[src/rtl/apb_spi_burst_ctrl.sv]
// APB master that sequences CONFIG/TX/CMD/STATUS-poll(/RX) per byte of an SPI burst.
// Each transfer is SETUP+ACCESS+GAP (3 cycles minimum); ACCESS stretches while i_PREADY is low.
module apb_spi_burst_ctrl #(
    parameter int         NBYTES    = 8,
    parameter int         POLL_MAX  = 1023,
    parameter logic [7:0] CMD_START = 8'h02
) (
    input  logic                i_PCLK,
    input  logic                i_PRESETn,
    input  logic [9:0]          i_BASE_ADDR,
    input  logic                i_start,
    input  logic                i_rd,
    input  logic [1:0]          i_mode,
    input  logic [1:0]          i_slave,
    input  logic [1:0]          i_sck,
    input  logic [8*NBYTES-1:0] i_wr_data,
    output logic                o_busy,
    output logic                o_done,
    output logic                o_err,
    output logic [8*NBYTES-1:0] o_rd_data,
    output logic                o_PSEL,
    output logic                o_PENABLE,
    output logic                o_PWRITE,
    output logic [15:0]         o_PADDR,
    output logic [7:0]          o_PWDATA,
    input  logic [7:0]          i_PRDATA,
    input  logic                i_PREADY
);
    localparam int W  = 8 * NBYTES;
    localparam int PW = $clog2(POLL_MAX + 1);
    localparam int BW = $clog2(NBYTES + 1);

    typedef enum logic [2:0] {S_IDLE, S_CFG, S_TX, S_CMD, S_POLL, S_RX, S_DONE} st_t;
    typedef enum logic [1:0] {PH_SETUP, PH_ACCESS, PH_GAP} ph_t;

    st_t             st_q, nxt_q, set_st;
    ph_t             ph_q;
    logic            rd_q, busy_q, done_q, err_q;
    logic            psel_q, penable_q, pwrite_q;
    logic [15:0]     paddr_q;
    logic [7:0]      pwdata_q, cfg_q;
    logic [W-1:0]    shift_q, rdat_q;
    logic [PW-1:0]   poll_cnt_q;
    logic [BW-1:0]   byte_cnt_q;
    logic            set_wr;
    logic [5:0]      set_off;
    logic [7:0]      set_dat, set_cfg;
    logic            last_byte, adv;

    assign last_byte = (byte_cnt_q == BW'(NBYTES - 1));
    // Byte advance (the NEXT step) folds into the completing ACCESS of the byte's last read.
    assign adv = (ph_q == PH_ACCESS) && i_PREADY &&
                 ((st_q == S_RX) || ((st_q == S_POLL) && !i_PRDATA[0] && !rd_q));

    always_comb begin
        set_st  = (st_q == S_IDLE) ? S_CFG : nxt_q;
        set_cfg = (st_q == S_IDLE) ? {2'b00, i_mode, i_slave, i_sck} : cfg_q;
        set_wr  = 1'b0;
        set_off = 6'h00;
        set_dat = 8'h00;
        case (set_st)
            S_CFG:  begin set_wr = 1'b1; set_off = 6'h00; set_dat = set_cfg; end
            S_TX:   begin set_wr = 1'b1; set_off = 6'h04; set_dat = rd_q ? 8'h00 : shift_q[W-1 -: 8]; end
            S_CMD:  begin set_wr = 1'b1; set_off = 6'h0C; set_dat = CMD_START; end
            S_POLL: set_off = 6'h00;
            S_RX:   set_off = 6'h04;
            default: ;
        endcase
    end

    always_ff @(posedge i_PCLK or negedge i_PRESETn) begin
        if (!i_PRESETn) begin
            st_q       <= S_IDLE;
            nxt_q      <= S_IDLE;
            ph_q       <= PH_SETUP;
            rd_q       <= 1'b0;
            busy_q     <= 1'b0;
            done_q     <= 1'b0;
            err_q      <= 1'b0;
            psel_q     <= 1'b0;
            penable_q  <= 1'b0;
            pwrite_q   <= 1'b0;
            paddr_q    <= '0;
            pwdata_q   <= '0;
            cfg_q      <= '0;
            shift_q    <= '0;
            rdat_q     <= '0;
            poll_cnt_q <= '0;
            byte_cnt_q <= '0;
        end else begin
            done_q <= 1'b0;
            case (st_q)
                S_IDLE: begin
                    if (i_start) begin
                        rd_q       <= i_rd;
                        cfg_q      <= set_cfg;
                        shift_q    <= i_wr_data;
                        err_q      <= 1'b0;
                        rdat_q     <= '0;
                        busy_q     <= 1'b1;
                        poll_cnt_q <= '0;
                        byte_cnt_q <= '0;
                        st_q       <= S_CFG;
                        ph_q       <= PH_SETUP;
                        psel_q     <= 1'b1;
                        pwrite_q   <= set_wr;
                        paddr_q    <= {i_BASE_ADDR, set_off};
                        pwdata_q   <= set_dat;
                    end
                end
                S_DONE: begin
                    busy_q <= 1'b0;
                    st_q   <= S_IDLE;
                end
                default: begin
                    case (ph_q)
                        PH_SETUP: begin
                            penable_q <= 1'b1;
                            ph_q      <= PH_ACCESS;
                        end
                        PH_ACCESS: begin
                            if (i_PREADY) begin
                                psel_q    <= 1'b0;
                                penable_q <= 1'b0;
                                pwrite_q  <= 1'b0;
                                ph_q      <= PH_GAP;
                                case (st_q)
                                    S_CFG: nxt_q <= S_TX;
                                    S_TX:  nxt_q <= S_CMD;
                                    S_CMD: nxt_q <= S_POLL;
                                    S_POLL: begin
                                        if (i_PRDATA[0]) begin
                                            if (poll_cnt_q == PW'(POLL_MAX - 1)) begin
                                                err_q      <= 1'b1;
                                                nxt_q      <= S_DONE;
                                                poll_cnt_q <= '0;
                                                byte_cnt_q <= '0;
                                            end else begin
                                                poll_cnt_q <= poll_cnt_q + PW'(1);
                                                nxt_q      <= S_POLL;
                                            end
                                        end else begin
                                            poll_cnt_q <= '0;
                                            if (rd_q)
                                                nxt_q <= S_RX;
                                            else
                                                nxt_q <= last_byte ? S_DONE : S_CFG;
                                        end
                                    end
                                    S_RX: begin
                                        rdat_q <= {rdat_q[W-9:0], i_PRDATA};
                                        nxt_q  <= last_byte ? S_DONE : S_CFG;
                                    end
                                    default: nxt_q <= S_DONE;
                                endcase
                                if (adv) begin
                                    shift_q    <= shift_q << 8;
                                    byte_cnt_q <= last_byte ? '0 : byte_cnt_q + BW'(1);
                                end
                            end
                        end
                        default: begin
                            st_q <= nxt_q;
                            if (nxt_q == S_DONE) begin
                                done_q <= 1'b1;
                            end else begin
                                ph_q     <= PH_SETUP;
                                psel_q   <= 1'b1;
                                pwrite_q <= set_wr;
                                paddr_q  <= {i_BASE_ADDR, set_off};
                                pwdata_q <= set_dat;
                            end
                        end
                    endcase
                end
            endcase
        end
    end

    assign o_busy    = busy_q;
    assign o_done    = done_q;
    assign o_err     = err_q;
    assign o_rd_data = rdat_q;
    assign o_PSEL    = psel_q;
    assign o_PENABLE = penable_q;
    assign o_PWRITE  = pwrite_q;
    assign o_PADDR   = paddr_q;
    assign o_PWDATA  = pwdata_q;
endmodule

[config.mk]
export PLATFORM = sky130hd
export DESIGN_NAME = apb_spi_burst_ctrl
export DESIGN_NICKNAME = d
export VERILOG_FILES = /design/src/rtl/apb_spi_burst_ctrl.sv
export SDC_FILE = /design/constraint.sdc
export NUM_CORES = 1
export LEC_CHECK = 0
export CORE_MARGIN = 5
export CORE_UTILIZATION = 45
export DETAILED_ROUTE_END_ITERATION = 16
export PLACE_DENSITY = 0.74
export SLEW_MARGIN = 30
export SYNTH_ARGS = -nofsm -noshare
export SYNTH_HDL_FRONTEND = slang
export SYNTH_SLANG_ARGS = --single-unit
[constraint.sdc]
create_clock -name i_PCLK -period 2.85 [get_ports i_PCLK]
set_input_delay 0.4275 -clock i_PCLK [delete_from_list [all_inputs] [get_ports i_PCLK]]
set_output_delay 0.4275 -clock i_PCLK [all_outputs]
set_load 0.01 [all_outputs]
==> results.ini, run 1 <==
[timing]
max_freq_mhz=443.5
period_needed_ps=2255
rsz0062_at_grt=no
tightest_slew_ps=711.4
drv_slew=0
skew_ps=18.19
hold_ws_ps=12.32
setup_viol=0
min_period_over_period_pct=79.12
finalHoldViolations=0
fin_tns_setup_ps=0
relSlewSlack_pct=52.58

[setup_path]
slowest_delay_ps=740
slowest_stage=dfrtp_1
crit_family=flip-flops
path_cells=or2_4 > or2_2 > buf_4 > nand2_1 > o21ai_0
start_kind=flop
worstPathBufferInverterCount=1
crit_type=reg2reg
cp.arrival_ps=2590
cp_max_fo=64
end_kind=flop
required_ps=3190

[synthesis]
synth_enable_flop_cells=0
yosysWarnings=0
synth_cell_type_count=71
synth_seq_area_share_pct=55.37
avgSynthCellArea_um2=10.21
synthesis.area_um2=8361
ys_async_sr_fraction_pct=100.0
postSynthCellCount=819
ys_ff_latch=185
yosys_most_used_dff=dfrtp_1

[clocking]
clk_path_buf_depth=2
post_cts_buffers=0
cts-root-buf=clkbuf_16
cts.sinks=185
cts_buffers=17
clkTransAtPathRegs_ps=70
ctsResizeCount=0
cts_max_level=4
clk_latency_ps=430
ctsHoldBuffers=0
cts_tree=yes

[run_status]
status=complete, no violations

[run]
maxCapViolCount=0

[global_routing]
grt_overflow_total=0
grt_pass1_vias=6395
grt_max_degree=121
antenna_found_initial=1
grtUsageTotal_pct=19.10
grt_pass1_wl_um=33380

[cells_and_area]
layout_common_cells=214 x nand2_1, 185 x dfrtp_1, 181 x clkdlybuf4s50_1, 125 x o21ai_0, 59 x mux2i_1
stdcell_area_um2=10920
drive_gt1_share_pct=7.887
final_common_cell=nand2_1
nFillCells=1533
syn_to_final_growth_pct=30.63
diodes=0
nets=1072

[drt]
vias_per_cell=5.279
drt-initial-drc-count=377
dr.pass1.iters=5
vias=6430
drcViolationCount=0
drt_wl_total_um=20340
ant_nets=0
routedWlPerCell_um=16.70

[floorplan]
rows=49
core_um2=18150
die_area_um2=21410
die_x_um=146.3
die_y_um=146.3
start_util_pct=46.07
io_pins=187

[place]
gp_congestion=0.7888
hpwl_um=14150
io_buffers=182
dpl_cell_area_um2=10350

[power_and_ir_drop]
cellPowerDensity_nw_per_um2=856.0
p_leak_nw=4.622
vdd_ir_drop_max_v=0.0004249

[min_path]
hp-class=in2async

worst reg2reg max path: stages (launching register included):
cell	delay, ps
dfrtp_1	740
or2_4	270
or2_2	260
buf_4	580
nand2_1	140
o21ai_0	180
worst paths after layout:
kind,to,startpoint,depth (start not counted),slack (ps)
setup / recovery,o_rd_data[35]$_DFFE_PN0P_,st_q[1]$_DFFE_PN0P_,5,600
hold / removal,poll_cnt_q[8]$_DFFE_PN0P_,i_PRESETn,1,10
setup reg to reg,o_rd_data[35]$_DFFE_PN0P_,st_q[1]$_DFFE_PN0P_,5,600
hold reg to reg,shift_q[55]$_DFFE_PN0P_,shift_q[55]$_DFFE_PN0P_,2,480
max in group asynchronous,o_rd_data[52]$_DFFE_PN0P_,i_PRESETn,2,2060
min in group i_PCLK,shift_q[55]$_DFFE_PN0P_,shift_q[55]$_DFFE_PN0P_,2,480
Yosys cell counts (all sizes together) (3+ instances only):
cell / instances / area share (%)
clkbuf: 22 / 1.0
a32o: 3 / 0.36
a21o: 3 / 0.27
a21oi: 7 / 0.55
or2: 3 / 0.25
nand3: 9 / 0.60
a31oi: 5 / 0.45
a211oi: 3 / 0.27
ha: 3 / 0.45
mux2i: 59 / 7.1
a2111oi: 5 / 1.1
and3: 4 / 0.30
nand2: 214 / 9.6
nor2b: 4 / 0.30
nor2: 21 / 1.0
o211ai: 3 / 0.27
a22oi: 3 / 0.27
o2bb2ai: 6 / 0.63
a222oi: 5 / 0.60
a22o: 10 / 1.0
or3: 4 / 0.42
mux2: 13 / 1.8
dfrtp: 185 / 55
buf: 37 / 2.6
inv: 11 / 0.49
xnor2: 7 / 0.73
o21ai: 134 / 8.0
nand4b: 3 / 0.49
cell families (layout without fill, tap and decap cells):
family,count (synthesis),in the layout,synth area share [%]
and+or+nand+nor,278,278,14.85
AOI/OAI and AO/OA,201,201,15.31
DFF,185,185,55.37
muxes,72,72,8.860
buffers and inverters,70,237,4.175
xor gates and xnor gates,9,9,0.9429
adders and majority gates,3,3,0.4490
other,1,4,0.04485
state kept, by name, indices dropped and copies added (netlist names), 2 cells and up:
name        cells
o_rd_data      64
shift_q        64
o_PADDR        12
poll_cnt_q     10
cfg_q           8
o_PWDATA        8
byte_cnt_q      4
nxt_q           3
st_q            3
ph_q            2
metrics by stage:
step	utilization, %	cells	setup slack, ps	total power, W
after floorplan	-	822	1115	0.005967
after global placement	57.03	1186	602.4	0.006990
after detailed placement	57.03	1186	543.7	0.007086
after CTS	60.18	1218	591.0	0.009444
after global routing	60.18	1218	370.9	0.009940
final	60.18	1218	595.2	0.009349
per-layer routing:
metal,wire [um],GRT usage [%],part of all wire (%),vias to the layer above
li1,-,-,-,3138
met1,8460,23.87,42,3089
met2,9976,31.91,49,178
met3,1588,6.446,7.8,23
met4,304,5.127,1.5,2
met5,11,0,0.054,-
report_power, final:
group          internal, W  switching (W)  total (W)
combinational      0.00150        0.00167    0.00317
sequential         0.00330       0.000544    0.00385
clock              0.00125        0.00108    0.00233
total              0.00606        0.00329    0.00935
cell type report:
cell class              count  area [um2]  share of cell area [%]
flip-flops and latches    185        4629                   42.39
multi-input cells         567        3413                   31.25
repair buffers            194        1978                   18.11
clock buffers              19       442.9                   4.055
well taps                 229       286.5                   2.623
clock inverters            13       130.1                   1.191
inverters                  11       41.29                  0.3781
Power figures use the tool's default switching activity.
==> inputs of run 2 (changes only) <==
==> constraint.sdc (replaced) <==
create_clock -name i_PCLK -period 2.1 [get_ports i_PCLK]
set_input_delay 0.315 -clock i_PCLK [delete_from_list [all_inputs] [get_ports i_PCLK]]
set_output_delay 0.315 -clock i_PCLK [all_outputs]
set_load 0.01 [all_outputs]
==> run 2 against run 1 <==
  * Critical endpoint is now ph_q[0]$_DFFE_PN0P_
  * Worst hold slack gained 400 ps
  * Largest power group unchanged
  * Worst setup slack worse by 450 ps
  * Die area unchanged
  * Clock power up 32%
  * Sequential cell count did not move
  * Final area grew 2.8%
  * Critical path depth is 1 lower
  * Via count rose by 1.9%
  * Sequential share of layout area decreased by 1.1 points
  * Register-to-register slack worse by 450 ps
==> results.ini, run 2 (synthesized netlist as in run 1, its figures left out) <==
[setup_path]
r2r_slack_ps=150
cp_max_fo=12
required_ps=2410
startpoint=st_q[1]$_DFFE_PN0P_
cp.arrival_ps=2260
reg2reg_to=ph_q[0]$_DFFE_PN0P_
crit_end=ph_q[0]$_DFFE_PN0P_
start_kind=flop
r2r_start=st_q[1]$_DFFE_PN0P_
crit_type=reg2reg
end_kind=flop
r2r_cells=4

[floorplan]
io_pins=187
die_x_um=146.3
die_area_um2=21410
start_util_pct=46.07
rows=49
core_um2=18150
die_y_um=146.3

[global_routing]
grtUsageTotal_pct=19.50
grt_pass1_vias=6480
grt_overflow_total=0
grt_max_degree=65
antenna_found_initial=0
grt_pass1_wl_um=33850

[run]
maxCapViolCount=0

[cells_and_area]
drive_gt1_share_pct=10.24
nets=1100
multi_input_area_um2=3413
regArea_um2=4629
layout_common_cells=214 x nand2_1, 185 x dfrtp_1, 181 x clkdlybuf4s50_1, 125 x o21ai_0, 59 x mux2i_1
diodes=0
final_common_cell=nand2_1
syn_to_final_growth_pct=34.24
nFillCells=1476
fin_util_pct=61.85

[timing]
finalHoldViolations=0
drv_slew=0
skew_ps=7.846
fin_tns_setup_ps=0
min_period_over_period_pct=92.91
period_needed_ps=1951
rsz0062_at_grt=no
max_freq_mhz=512.5
relSlewSlack_pct=66.23
setup_viol=0
worst_slack_ps=149.0
tightest_slew_ps=506.6

[clocking]
clkTransAtPathRegs_ps=70
cts_max_level=4
clk_latency_ps=420
cts_tree=yes
clk_path_buf_depth=2
post_cts_buffers=0
cts-root-buf=clkbuf_16
cts.sinks=185
cts_buffers=17

[drt]
ant_nets=0
vias=6554
drcViolationCount=0
drt-initial-drc-count=389
vias_per_cell=5.264
dr.pass1.iters=6
routedWlPerCell_um=16.67
drt_wl_total_um=20760

[run_status]
status=complete, no violations

[place]
gp_congestion=0.8036
dp_slack_ps=61.48
hpwl_um=14930
io_buffers=182

[power_and_ir_drop]
vdd_ir_drop_max_v=0.0005802
cellPowerDensity_nw_per_um2=1161
p_leak_nw=4.779

[min_path]
hp-class=in2async

run 2: repair_timing:
action / in CTS / in global routing
resized for setup: 0 / 0
endpoints found under the hold margin: 48 / 0
hold buffers: 1 / 0
run 2: layer usage:
metal / global-route usage [%] / routed length [um]
met5: 0 / 0
met4: 5.315 / 312
met3: 6.570 / 1396
met2: 32.37 / 10110
met1: 24.53 / 8939
run 2: worst min-delay path by stage:
stage	to	slack [ps]	cells past startpoint
floorplan	byte_cnt_q[0]$_DFFE_PN0P_	20	0
global route	o_rd_data[1]$_DFFE_PN0P_	430	3
CTS	o_busy$_DFFE_PN0P_	420	2
global placement	poll_cnt_q[2]$_DFFE_PN0P_	310	1
detailed placement	poll_cnt_q[2]$_DFFE_PN0P_	310	1
finish	o_busy$_DFFE_PN0P_	420	2
run 2: stage by stage:
| step | area, um2 | hold WS [ps] | cells | power [W] |
|---|---|---|---|---|
| after floorplan | 8372 | 19.41 | 822 | 0.008098 |
| after CTS | 11220 | 421.3 | 1245 | 0.01318 |
| after global routing | 11220 | 434.3 | 1245 | 0.01389 |
| after global placement | 10650 | 306.4 | 1213 | 0.009922 |
| final | 11220 | 417.0 | 1245 | 0.01303 |
| after detailed placement | 10650 | 313.0 | 1213 | 0.01005 |
run 2: power breakdown:
group / switching (W) / internal [W] / leakage (nW)
logic: 0.00240 / 0.00240 / 2.08
registers: 0.000669 / 0.00448 / 2.44
clock network: 0.00140 / 0.00167 / 0.260
run 2: worst max-delay path, stage by stage, from the launching register on:
cell and delay [ps]:
dfrtp_1 560, or2_4 340, or2_2 440, and2_4 200, mux2_4 290
run 2: area by class of cell:
cell class	count	area share [%]
Sequential cell	185	41.25
Multi-Input combinational cell	567	30.41
Timing Repair Buffer	222	20.41
Clock buffer	19	3.946
Tap cell	229	2.553
Clock inverter	12	1.059
Inverter	11	0.3679
==> inputs of run 3 (changes only) <==
--- a/config.mk
+++ b/config.mk
@@ -9,6 +9,7 @@
 export CORE_UTILIZATION = 45
 export DETAILED_ROUTE_END_ITERATION = 16
 export PLACE_DENSITY = 0.74
+export SKIP_LAST_GASP = 1
 export SLEW_MARGIN = 30
 export SYNTH_ARGS = -nofsm -noshare
 export SYNTH_HDL_FRONTEND = slang
==> results of run 3 <==
Same layout as run 2: the final DEF is identical, and so are final timing and power.
